==> src/rtl/credit_arbiter.sv <==
// Credit accumulator arbiter: coin inserts, purchases and greedy change refund
// share one 7-bit credit register, granted at most one request per cycle.
module credit_arbiter #(
   parameter int CREDIT_MAX = 79,
   parameter int COIN0_VAL  = 1,
   parameter int COIN1_VAL  = 5,
   parameter int COIN2_VAL  = 10,
   parameter int COIN3_VAL  = 20
) (
   input  logic       clk,
   input  logic       rst,
   input  logic [3:0] coin_sw,
   input  logic       buy_req,
   input  logic [3:0] buy_price,
   input  logic       refund_req,
   output logic [6:0] credit,
   output logic       buy_ack,
   output logic       buy_nack,
   output logic       coin_reject,
   output logic       chg_valid,
   output logic [1:0] chg_coin,
   output logic       refund_done,
   output logic       busy
);

   localparam logic IDLE   = 1'b0;
   localparam logic REFUND = 1'b1;

   localparam logic [7:0] MAX = 8'(CREDIT_MAX);
   localparam logic [7:0] V0  = 8'(COIN0_VAL);
   localparam logic [7:0] V1  = 8'(COIN1_VAL);
   localparam logic [7:0] V2  = 8'(COIN2_VAL);
   localparam logic [7:0] V3  = 8'(COIN3_VAL);

   logic       state, state_nxt;
   logic [3:0] sw_q, pend, rise, csel, clr;
   logic [7:0] cr, cr_nxt, cval, chg_val;
   logic [1:0] chg_idx;
   logic       ack_nxt, nack_nxt, rej_nxt, cv_nxt, done_nxt;

   assign cr   = {1'b0, credit};
   assign rise = coin_sw & ~sw_q;
   assign busy = (state == REFUND);

   // lowest-index pending coin wins
   always_comb begin
      csel = 4'b0000;
      cval = V0;
      if (pend[0]) begin
         csel = 4'b0001;
         cval = V0;
      end else if (pend[1]) begin
         csel = 4'b0010;
         cval = V1;
      end else if (pend[2]) begin
         csel = 4'b0100;
         cval = V2;
      end else if (pend[3]) begin
         csel = 4'b1000;
         cval = V3;
      end
   end

   // greedy change: largest coin not above the remaining credit
   always_comb begin
      chg_idx = 2'd0;
      chg_val = V0;
      if (cr >= V3) begin
         chg_idx = 2'd3;
         chg_val = V3;
      end else if (cr >= V2) begin
         chg_idx = 2'd2;
         chg_val = V2;
      end else if (cr >= V1) begin
         chg_idx = 2'd1;
         chg_val = V1;
      end
   end

   always_comb begin
      state_nxt = state;
      cr_nxt    = cr;
      clr       = 4'b0000;
      ack_nxt   = 1'b0;
      nack_nxt  = 1'b0;
      rej_nxt   = 1'b0;
      cv_nxt    = 1'b0;
      done_nxt  = 1'b0;
      if (state == IDLE) begin
         if (refund_req) begin
            nack_nxt = buy_req;
            if (cr == 8'd0) done_nxt = 1'b1;
            else state_nxt = REFUND;
         end else if (buy_req) begin
            if (cr >= {4'b0000, buy_price}) begin
               cr_nxt  = cr - {4'b0000, buy_price};
               ack_nxt = 1'b1;
            end else begin
               nack_nxt = 1'b1;
            end
         end else if (|pend) begin
            clr = csel;
            if (cr + cval <= MAX) cr_nxt = cr + cval;
            else rej_nxt = 1'b1;
         end
      end else begin
         nack_nxt = buy_req;
         if (cr == 8'd0) begin
            done_nxt  = 1'b1;
            state_nxt = IDLE;
         end else begin
            cv_nxt = 1'b1;
            cr_nxt = cr - chg_val;
            if (cr == chg_val) begin
               done_nxt  = 1'b1;
               state_nxt = IDLE;
            end
         end
      end
   end

   always_ff @(posedge clk or negedge rst) begin
      if (!rst) begin
         state       <= IDLE;
         sw_q        <= 4'b0000;
         pend        <= 4'b0000;
         credit      <= 7'd0;
         buy_ack     <= 1'b0;
         buy_nack    <= 1'b0;
         coin_reject <= 1'b0;
         chg_valid   <= 1'b0;
         chg_coin    <= 2'd0;
         refund_done <= 1'b0;
      end else begin
         state       <= state_nxt;
         sw_q        <= coin_sw;
         pend        <= (pend & ~clr) | rise;
         credit      <= 7'(cr_nxt);
         buy_ack     <= ack_nxt;
         buy_nack    <= nack_nxt;
         coin_reject <= rej_nxt;
         chg_valid   <= cv_nxt;
         chg_coin    <= cv_nxt ? chg_idx : 2'd0;
         refund_done <= done_nxt;
      end
   end

endmodule

==> config.mk <==
export PLATFORM = sky130hd
export DESIGN_NAME = credit_arbiter
export DESIGN_NICKNAME = d
export VERILOG_FILES = /design/src/rtl/credit_arbiter.sv
export SDC_FILE = /design/constraint.sdc
export NUM_CORES = 1
export LEC_CHECK = 0
export CORE_UTILIZATION = 40
export CTS_BUF_LIST = sky130_fd_sc_hd__clkbuf_8
export CTS_CLUSTER_DIAMETER = 150
export DETAILED_ROUTE_END_ITERATION = 8
export GPL_TIMING_DRIVEN = 0
export PLACE_DENSITY = 0.63
export SLEW_MARGIN = 25
export SYNTH_ARGS = -nofsm -noshare
export SYNTH_HDL_FRONTEND = slang
export SYNTH_SLANG_ARGS = --single-unit
export TNS_END_PERCENT = 20
==> constraint.sdc <==
create_clock -name clk -period 8.2 [get_ports clk]
set_clock_uncertainty 0.2 [all_clocks]
set_input_delay 1.64 -clock clk [delete_from_list [all_inputs] [get_ports clk]]
set_output_delay 1.64 -clock clk [all_outputs]
set_load 0.03 [all_outputs]
==> Word-level counts from Yosys, hierarchy flattened <==
Index checks and enable logic that the tools add are counted.
{ "classes": {"add_sub_neg": 3, "order_cmp": 5, "n_eq_ne": 4, "muxes": 50, "n_bitwise": 5, "n_reduce_logical": 5} }
{ "ops": {"columns": ["operator", "count"], "rows": [
  ["$mux W7", 7],
  ["$mux W4", 9],
  ["$mux W1", 25],
  ["$mux W5", 4],
  ["$add A7 B8 Y8", 1],
  ["$and A4 B4 Y4", 2],
  ["$eq A7 B8 Y1", 1],
  ["$le A8 B7 Y1 const B", 1],
  ["$logic_not A8 Y1", 1],
  ["$mux W8", 1],
  ["$not A4 Y4", 2],
  ["$ge A7 B3 Y1 const B", 1],
  ["$ge A7 B4 Y1", 1],
  ["$ge A7 B4 Y1 const B", 1],
  ["$ge A7 B5 Y1 const B", 1],
  ["$sub A7 B4 Y7", 1],
  ["$sub A7 B5 Y7", 1],
  ["$mux W2", 3],
  ["$reduce_bool A3 Y1", 2],
  ["$reduce_and A5 Y1", 1],
  ["$or A4 B4 Y4", 1],
  ["$reduce_or A4 Y1", 1],
  ["$mux W3", 1],
  ["$ne A3 B1 Y1 const B", 1],
  ["2 further kinds", 2]
]} }
{ "totals": {"register_bits": 23, "in_bits": 12, "out_inout_bits": 15, "wordCells": 82} }

==> Logic depth before layout (Yosys ltp) <==
Gate-level depths: netlist (run 1).
{ "depth": {"depth_word": 11, "ltp_mapped": 12, "depth_no_buf": 11} }

==> Worst setup path before layout (run 1) <==
No wires, ideal clock.
{ "synth_timing": {"path_type": "input to register", "from": "input port buy_price[2]", "to": "register credit[2]", "setup_ps": 128, "arrival_ps": 3240, "required_time_ps": 7872, "path_slack_ps": 4632, "path_stages": 8, "path_buffers": 0, "path_cell_list": "inv_1 -> ha_1 -> o21a_1 -> o31a_1 -> nor2_1 -> a311o_1 -> nor2_4 -> mux2_1"} }
{ "synth_via": {"elab_chain_cells": 5, "elab_cells_between_ends": 8, "classes_between": "add/sub (1); order compare (1); eq/ne (1); mux (4); reduce/logical (1)"} }
{ "synth_lines": {"columns": ["element", "line", "source"], "rows": [
  ["start, declared", "14", "input logic [3:0] buy_price,"],
  ["$sub A7 B4 Y7", "96", "cr_nxt = cr - {4'b0000, buy_price};"],
  ["$mux W7", "95", "if (cr >= {4'b0000, buy_price}) begin"],
  ["$mux W7", "94", "end else if (buy_req) begin"],
  ["$mux W7", "90", "if (refund_req) begin"],
  ["$mux W7", "89", "if (state == IDLE) begin"],
  ["end signal, assigned", "138", "credit <= 7'(cr_nxt);"],
  ["end, declared", "16", "output logic [6:0] credit,"]
]} }
Several ways; a longest one is shown, not always the timed one. The select of a mux whose other input is x is not followed.
A chain may end at the register's enable or synchronous reset.

==> Worst setup path after layout (run 1) <==
{ "layout_timing": {"from": "input port buy_price[1]", "to": "register credit[2]"} }
Same word-level chain as after synthesis.

==> results of run 1 <==
## metrics by stage
stage	cells	utilization, %	hold WS (ns)
after floorplan	217	-	0.200
after global placement	294	49.2	0.208
after detailed placement	294	49.2	0.214
after CTS	298	50.2	0.225
after global routing	298	50.1	0.265
final	298	50.1	0.222
## routing by layer
layer	part of all wire, %	wire, µm	up-vias
li1	-	-	856
met1	51	2300	799
met2	44	2010	40
met3	3.1	139	7
met4	1.6	72	0
met5	0	0	-
## sequential cells by signal (all words and copies together), names as in the netlist, 2 cells and up
register and count:
credit 7, pend 4, sw_q 4, chg_coin 2
## cells by family (layout without fill, tap and decap cells)
logic type / count (synthesis) / in the layout / share of synthesized area, %
xor+xnor: 4 / 4 / 1.89
mux: 8 / 8 / 4.51
flops: 23 / 23 / 31.0
simple gates: 76 / 76 / 21.8
buf+inv: 26 / 55 / 5.32
compound gates: 62 / 62 / 22.2
fa+ha+maj: 18 / 18 / 13.3
## power breakdown
part	internal, mW	total, mW	leakage [nW]	switching [mW]
sequential	0.144	0.187	0.253	0.0428
clock	0.0334	0.0672	0.0269	0.0338
combinational	0.275	0.624	0.715	0.348
total	0.452	0.878	0.995	0.425
## layout make-up
class                      count  area (µm²)
fill                         432        2200
multi-input combinational    168        1180
sequential                    23         576
timing repair buffer          25         245
tap                           52        65.1
inverter                      17        63.8
clock buffer                   3        41.3
buffer                         9        35.0
clock inverter                 1        3.75
## cells in the final DEF, fill, tap and decap left out, drive strengths merged, types with 6 or more instances in the layout
master         instances
nor2                  21
clkdlybuf4s50         24
nand2                  9
ha                    15
a21oi                 13
dfrtp                 23
nor3                   8
or3                    6
clkbuf                11
inv                   18
nand3                  6
o21ai                 17
## how the worst max path moves through the flow
stage	startpoint	endpoint	slack, ns	depth (start not counted)
after floorplan	buy_price[2]	credit[2]$_DFFE_PN0P_	4.63	8
final	buy_price[1]	credit[2]$_DFFE_PN0P_	4.17	9
after detailed placement	buy_price[1]	credit[2]$_DFFE_PN0P_	3.91	9
after global placement	buy_price[1]	credit[2]$_DFFE_PN0P_	3.94	9
after CTS	buy_price[1]	credit[2]$_DFFE_PN0P_	4.18	9
after global routing	buy_price[1]	credit[3]$_DFFE_PN0P_	4.06	9
## worst register-to-register path: cells and delay by family (launching register included)
kind	cells	cell delay, ns
simple gates	3	0.96
flops	1	0.40
mux	1	0.34
compound gates	3	0.91
fa+ha+maj	1	0.35
buf+inv	2	0.29
==> flow_metrics.tcl, run 1 <==
set metrics [dict create \
    clock-root-buffer "clkbuf_8" \
    gp_congestion 0.833 \
    grtUsageMet2_pct 31.8 \
    htreeDepth 1 \
    grt_setup_unrepaired "no" \
    drv_slew 0 \
    rr_endpoint "credit[2]$_DFFE_PN0P_" \
    synth_top_area_cell "dfrtp_1" \
    hp-class "reg -> reg" \
    whs_path_depth 1 \
    drtIter0Drc 127 \
    place_area_um2 2170 \
    cp_slowest_cell "clkdlybuf4s50_1" \
    total_power_uw 878 \
    p_leak_nw 0.995 \
    worstPathArrival_ns 3.98 \
    reg2reg_depth 10 \
    die_h_um 70.1 \
    synth_cells 217 \
    finalSetupViolCount 0 \
    netlist_area_um2 1860 \
    antenna_found_initial 0 \
    seq_area_frac_synth_pct 31.0 \
    ys_seq_elements 23 \
    finalCriticalPeriod_ns 4.03 \
    path_cells "clkdlybuf4s50_1 -> inv_1 -> ha_1 -> nor2b_1 -> o31a_1 -> nor2_1 -> a311o_1 -> nor2_4 -> mux2_1" \
    maxSlewHeadroom_pct 53.9 \
    regToRegStartpoint "pend[2]$_DFF_PN0_" \
    firstDrtPassIters 4 \
    cts_tree "yes" \
    crit_required_ns 8.15 \
    placementRows 24 \
    cts.hold.buffers_added 0 \
    postCtsSetupRepairBufs 0 \
    grt_max_degree 24 \
    start_kind "primary input" \
    viasPerCell 5.71 \
    grt_util_met1_pct 28.2 \
    grt_most_used_layer "met2" \
    fp.dieArea_um2 4920 \
    initial_utilization_pct 42.1 \
    worst_pin_slew_ns 0.686 \
    cts_resized 0 \
    cp_max_fo 5 \
    worstSetupEndpointType "register" \
    status "finished clean" \
    critPathBufInv 2 \
    synthTopCellsByArea "dfrtp_1 31%, ha_1 10%, o21ai_0 4.6%" \
    yosysWarnings 0 \
    synthFlopType "dfrtp_1" \
    wl_per_cell_um 15.1 \
    cts_buffers 3 \
    cap_violations 0 \
    overflow 0 \
    die_width_um 70.1 \
    period_share_pct 49.2 \
    worst_slack_ns 4.17 \
    grt_util_met3_pct 1.44 \
    r2r_slack_ns 4.64 \
    hold-path-endpoint "pend[1]$_DFF_PN0_" \
    setup_tns_ns 0 \
    core_um2 4410 \
    synth_edf_count 0 \
    finalHoldViolCount 0 \
    grt_first_pass_wirelength_um 7790 \
    grt_pass1_vias 1631 \
    synth.cells.most_frequent "23 x dfrtp_1, 20 x nor2_1, 17 x inv_1, 17 x o21ai_0, 15 x ha_1" \
    final_area_um2 2210 \
    slowest_delay_ns 0.51 \
    irDropWorstVdd_mv 0.174 \
    critPathKind "in -> reg" \
    remaining_drc_errors 0 \
    avgSynthCellArea_um2 8.56 \
    ios 27 \
    place_hpwl_um 3530 \
    fin_nets 277 \
    synthArstFlopShare_pct 100 \
    clkLatencyLatePin_ns 0.26 \
    synth.distinct_cells 49 \
    power.density_nw_per_um2 397 \
    drive_gt1_share_pct 5.28 \
    portBuffers 25 \
    routed-via-count 1702 \
    synth_top_area_share_pct 31.0 \
    hold_start "sw_q[1]$_DFF_PN0_" \
    synth_most_common_cell "dfrtp_1" \
    max_freq_mhz 248 \
    route.final.wire_length_um 4510 \
    cts_sinks 23 \
    grt_usage_pct 19.8 \
    synth_nets 247 \
    clkTransAtPathRegs_ns 0.08 \
    preCtsSetupSlack_ns 3.91 \
    cp_top_family "compound AO/OA/AOI/OAI gates" \
    antenna_cells 0 \
    clockBufferDepth 2 \
    area_growth_pct 19.1 \
    ant_nets 0 \
]
No activity file was read; power rests on OpenSTA's default activity.
==> run 2, diff against run 1 <==
--- a/config.mk
+++ b/config.mk
@@ -10,7 +10,7 @@
 export CTS_CLUSTER_DIAMETER = 150
 export DETAILED_ROUTE_END_ITERATION = 8
 export GPL_TIMING_DRIVEN = 0
-export PLACE_DENSITY = 0.63
+export PLACE_DENSITY = 0.65
 export SLEW_MARGIN = 25
 export SYNTH_ARGS = -nofsm -noshare
 export SYNTH_HDL_FRONTEND = slang
==> constraint.sdc (replaced) <==
create_clock -name clk -period 3.7 [get_ports clk]
set_clock_uncertainty 0.2 [all_clocks]
set_input_delay 0.74 -clock clk [delete_from_list [all_inputs] [get_ports clk]]
set_output_delay 0.74 -clock clk [all_outputs]
set_load 0.03 [all_outputs]
==> run 2 against run 1 <==
Die area is the same. Register-to-register slack lost 4.4 ns. Cell count did not move. Hold slack worse by 0.0071 ns. Count of clock-buffer cells in the layout is the same. Cell area is 0.40% higher. Flip-flop and latch count unchanged. Non-clock buffer count unchanged. Total power is 120% higher. Critical path type is now reg -> reg. Largest cell class unchanged. Highest routed layer unchanged.
==> flow_metrics.tcl, run 2 (synthesized netlist as in run 1, its figures left out) <==
set metrics [dict create \
    status "finished clean" \
    cts_tree "yes" \
    area_growth_pct 19.6 \
    die_width_um 70.1 \
    routed-via-count 1756 \
    preCtsSetupSlack_ns 0.139 \
    worstPathArrival_ns 3.41 \
    worst_slack_ns 0.249 \
    finalSetupViolCount 0 \
    total_power_mw 1.95 \
    viasPerCell 5.89 \
    worst_pin_slew_ns 0.500 \
    critPathKind "reg -> reg" \
    wl_per_cell_um 15.2 \
    drv_slew 0 \
    route.final.wire_length_um 4540 \
    cp_top_family "compound AO/OA/AOI/OAI gates" \
    grt_pass1_vias 1587 \
    clock-root-buffer "clkbuf_8" \
    firstDrtPassIters 4 \
    grt_usage_pct 19.4 \
    power.density_nw_per_um2 879 \
    initial_utilization_pct 42.1 \
    largest_register_ffs 7 \
    hold_ws_ns 0.215 \
    antenna_found_initial 0 \
    place_area_um2 2170 \
    worstSetupEndpointType "register" \
    overflow 0 \
    die_h_um 70.1 \
    crit_required_ns 3.65 \
    p_leak_nw 0.993 \
    stdcell_count 298 \
    finalCriticalPeriod_ns 3.45 \
    fin_nets 277 \
    clkLatencyLatePin_ns 0.26 \
    cp_max_fo 6 \
    largest_register "credit" \
    final_area_um2 2220 \
    htreeDepth 1 \
    hp-class "reg -> reg" \
    place_hpwl_um 3550 \
    core_um2 4410 \
    setup_tns_ns 0 \
    finalHoldViolCount 0 \
    start_kind "register" \
    largestRegisters "credit x7, pend x4, sw_q x4" \
    period_share_pct 93.3 \
    antenna_cells 0 \
    critPathBufInv 0 \
    placementRows 24 \
    postCtsSetupRepairBufs 0 \
    grt_setup_unrepaired "no" \
    path_cells "nor2_2 -> o21ai_0 -> ha_1 -> fa_1 -> a21o_1 -> a2111o_1 -> a31oi_1 -> nor3_2 -> or3_1 -> a22o_1" \
    max_freq_mhz 290 \
    ios 27 \
    grt_first_pass_wirelength_um 7610 \
    mostFrequentLayoutCell "clkdlybuf4s50_1" \
    slowest_delay_ns 0.46 \
    portBuffers 25 \
    post-route-util_pct 50.3 \
    cp_slowest_cell "dfrtp_1" \
    cap_violations 0 \
    place_inst 294 \
    remaining_drc_errors 0 \
    clkTransAtPathRegs_ns 0.08 \
    drive_gt1_share_pct 6.50 \
    maxSlewHeadroom_pct 66.7 \
    gp_congestion 0.897 \
    cts_sinks 23 \
    ant_nets 0 \
    drtIter0Drc 158 \
    fp.dieArea_um2 4920 \
    irDropWorstVdd_mv 0.346 \
    cts_buffers 3 \
    clockBufferDepth 2 \
    grt_max_degree 24 \
    final_cell_mix "24 x clkdlybuf4s50_1, 23 x dfrtp_1, 19 x nor2_1" \
]
run 2: worst register-to-register path, cell delays in order, from the launching register on:
cell,delay (ns)
dfrtp_1,0.46
nor2_2,0.19
o21ai_0,0.18
ha_1,0.27
fa_1,0.44
a21o_1,0.22
a2111o_1,0.42
a31oi_1,0.23
nor3_2,0.13
or3_1,0.38
a22o_1,0.23
run 2: cell type report:
type	count	area [µm²]
fill	430	2190
multi-input combinational	168	1190
sequential	23	576
timing repair buffer	25	245
tap	52	65.1
inverter	17	63.8
clock buffer	3	41.3
buffer	9	35.0
clock inverter	1	5.00
run 2: per-layer routing:
metal,wire (µm),GRT usage [%]
met5,0,0
met4,66,5.33
met3,215,1.01
met2,2080,31.1
met1,2180,28.3
run 2: power breakdown:
group          internal (mW)  switching, mW  total, mW
sequential             0.319         0.0971      0.416
clock                 0.0751         0.0786      0.154
combinational          0.612          0.772       1.38
run 2: path summary, 6_finish.rpt:
kind / start / to / slack, ns / depth (start not counted)
hold reg to reg: sw_q[1]$_DFF_PN0_ / pend[1]$_DFF_PN0_ / 0.22 / 1
min in group asynchronous: rst / credit[1]$_DFFE_PN0P_ / 0.23 / 1
hold / removal: sw_q[1]$_DFF_PN0_ / pend[1]$_DFF_PN0_ / 0.22 / 1
max in group asynchronous: rst / credit[5]$_DFFE_PN0P_ / 2.73 / 1
setup reg to reg: pend[1]$_DFF_PN0_ / credit[4]$_DFFE_PN0P_ / 0.25 / 10
setup / recovery: pend[1]$_DFF_PN0_ / credit[4]$_DFFE_PN0P_ / 0.25 / 10
run 2: repair_timing:
action                                  CTS  global route
gates resized for setup                   0             2
hold buffers                              0             0
endpoints found under the setup margin    0             3
endpoints found under the hold margin     0             0
==> run 3, diff against run 2 <==
--- a/config.mk
+++ b/config.mk
@@ -5,9 +5,9 @@
 export SDC_FILE = /design/constraint.sdc
 export NUM_CORES = 1
 export LEC_CHECK = 0
+export CORE_MARGIN = 2
 export CORE_UTILIZATION = 40
 export CTS_BUF_LIST = sky130_fd_sc_hd__clkbuf_8
-export CTS_CLUSTER_DIAMETER = 150
 export DETAILED_ROUTE_END_ITERATION = 8
 export GPL_TIMING_DRIVEN = 0
 export PLACE_DENSITY = 0.65
==> run 3 against run 2 <==
Flip-flop and latch count did not move. Global-route usage down 1.3 points. Cell area shrank 0.11%. Critical path depth did not move. Wire length shrank 1.5%. Register-to-register slack lost 0.06 ns. Worst setup slack lost 0.060 ns. First-iteration DRC count fell by 22%. Sequential power is 1% lower. Clock power is essentially flat. Die area grew 5.8%. Critical endpoint unchanged.
==> flow_metrics.tcl, run 3 (synthesized netlist as in run 1, its figures left out) <==
set metrics [dict create \
    crit_required_ns 3.65 \
    area_growth_pct 19.5 \
    postCtsSetupRepairBufs 0 \
    clkLatencyLatePin_ns 0.26 \
    portBuffers 25 \
    mostFrequentLayoutCell "clkdlybuf4s50_1" \
    place_hpwl_um 3580 \
    critPathKind "reg -> reg" \
    power.density_nw_per_um2 873 \
    cts_resized 0 \
    grt_setup_unrepaired "no" \
    ant_nets 0 \
    p_leak_nw 0.993 \
    worstSetupEndpointType "register" \
    worstPathArrival_ns 3.46 \
    firstDrtPassIters 4 \
    largestRegisters "credit x7, pend x4, sw_q x4" \
    finalSetupViolCount 0 \
    wl_per_cell_um 15.0 \
    finalCriticalPeriod_ns 3.51 \
    period_share_pct 94.9 \
    gp_congestion 0.901 \
    setup_tns_ns 0 \
    regToRegStartpoint "pend[0]$_DFF_PN0_" \
    cts_sinks 23 \
    cts.hold.buffers_added 0 \
    total_power_mw 1.94 \
    r2r_slack_ns 0.19 \
    initial_utilization_pct 42.1 \
    cap_violations 0 \
    worst_pin_slew_ns 0.492 \
    grt_max_degree 24 \
    cp_max_fo 7 \
    whs_path_depth 1 \
    cts_buffers 3 \
    largest_register "credit" \
    grt_first_pass_wirelength_um 7490 \
    htreeDepth 1 \
    status "finished clean" \
    clkTransAtPathRegs_ns 0.08 \
    routed-via-count 1697 \
    fin_nets 277 \
    ios 27 \
    largest_register_ffs 7 \
    fp.dieArea_um2 5200 \
    rr_endpoint "credit[4]$_DFFE_PN0P_" \
    drv_slew 0 \
    route.final.wire_length_um 4470 \
    clockBufferDepth 2 \
    max_freq_mhz 285 \
    hold_start "sw_q[3]$_DFF_PN0_" \
    reg2reg_depth 10 \
    antenna_found_initial 0 \
    die_h_um 72.1 \
    antenna_cells 0 \
    drive_gt1_share_pct 6.10 \
    start_kind "register" \
    viasPerCell 5.69 \
    grt_pass1_vias 1552 \
    overflow 0 \
    core_um2 4410 \
    clock-root-buffer "clkbuf_8" \
    final_cell_mix "24 x clkdlybuf4s50_1, 23 x dfrtp_1, 20 x nor2_1" \
    cts_tree "yes" \
    placementRows 24 \
    remaining_drc_errors 0 \
    preCtsSetupSlack_ns 0.191 \
    hp-class "reg -> reg" \
    finalHoldViolCount 0 \
    grt_usage_pct 18.1 \
    maxSlewHeadroom_pct 67.2 \
    hold-path-endpoint "pend[3]$_DFF_PN0_" \
    die_width_um 72.1 \
    irDropWorstVdd_mv 0.338 \
    worst_slack_ns 0.188 \
    drtIter0Drc 124 \
]
[run 3: cell counts in the layout (fill, tap and decap cells not counted)]
No cell type changed its count.
[run 3: critical path: stages (launching register included)]
cell and delay [ns]:
dfrtp_1 0.46, nor2_1 0.22, o21ai_0 0.20, ha_1 0.28, fa_1 0.43, a21o_1 0.23, a2111o_1 0.42, a31oi_1 0.22
nor3_2 0.13, or3_1 0.38, a22o_1 0.24
[run 3: cell type report]
class	count	area [µm²]
Tap cell	52	65.1
Timing Repair Buffer	25	245
Sequential cell	23	576
Clock buffer	3	41.3
Clock inverter	1	5.00
Buffer	9	35.0
Multi-Input combinational cell	168	1190
Fill cell	435	2200
Inverter	17	63.8
[run 3: worst max path at each step]
stage                                  from  cells after the start  slack (ns)                     to
after floorplan           pend[1]$_DFF_PN0_                     10        0.58  credit[4]$_DFFE_PN0P_
after global placement    pend[2]$_DFF_PN0_                     10        0.17  credit[3]$_DFFE_PN0P_
after detailed placement  pend[2]$_DFF_PN0_                     10        0.19  credit[3]$_DFFE_PN0P_
after CTS                 pend[2]$_DFF_PN0_                     10        0.16  credit[3]$_DFFE_PN0P_
after global routing      pend[0]$_DFF_PN0_                     10        0.03  credit[4]$_DFFE_PN0P_
final                     pend[0]$_DFF_PN0_                     10        0.19  credit[4]$_DFFE_PN0P_
[run 3: power by group]
group,internal [mW],switching [mW]
Sequential,0.319,0.0925
Clock,0.0749,0.0762
Combinational,0.611,0.763
Total,1.00,0.931
[run 3: routing by layer]
| metal | wire length [µm] | share of wire, % | vias up | track usage [%] |
|---|---|---|---|---|
| met3 | 236 | 5.3 | 2 | 1.53 |
| met2 | 2080 | 46 | 41 | 28.6 |
| li1 | - | - | 851 | - |
| met5 | 0 | 0 | - | 0 |
| met1 | 2120 | 47 | 803 | 26.9 |
| met4 | 32 | 0.72 | 0 | 3.77 |
[run 3: metrics by stage]
| step | instance area (µm²) | std cells | util (%) | hold WS, ns |
|---|---|---|---|---|
| floorplan | 1860 | 217 | - | 0.200 |
| global placement | 2170 | 294 | 49.2 | 0.208 |
| detailed placement | 2170 | 294 | 49.2 | 0.212 |
| CTS | 2220 | 298 | 50.3 | 0.230 |
| global route | 2220 | 298 | 50.3 | 0.243 |
| finish | 2220 | 298 | 50.3 | 0.221 |
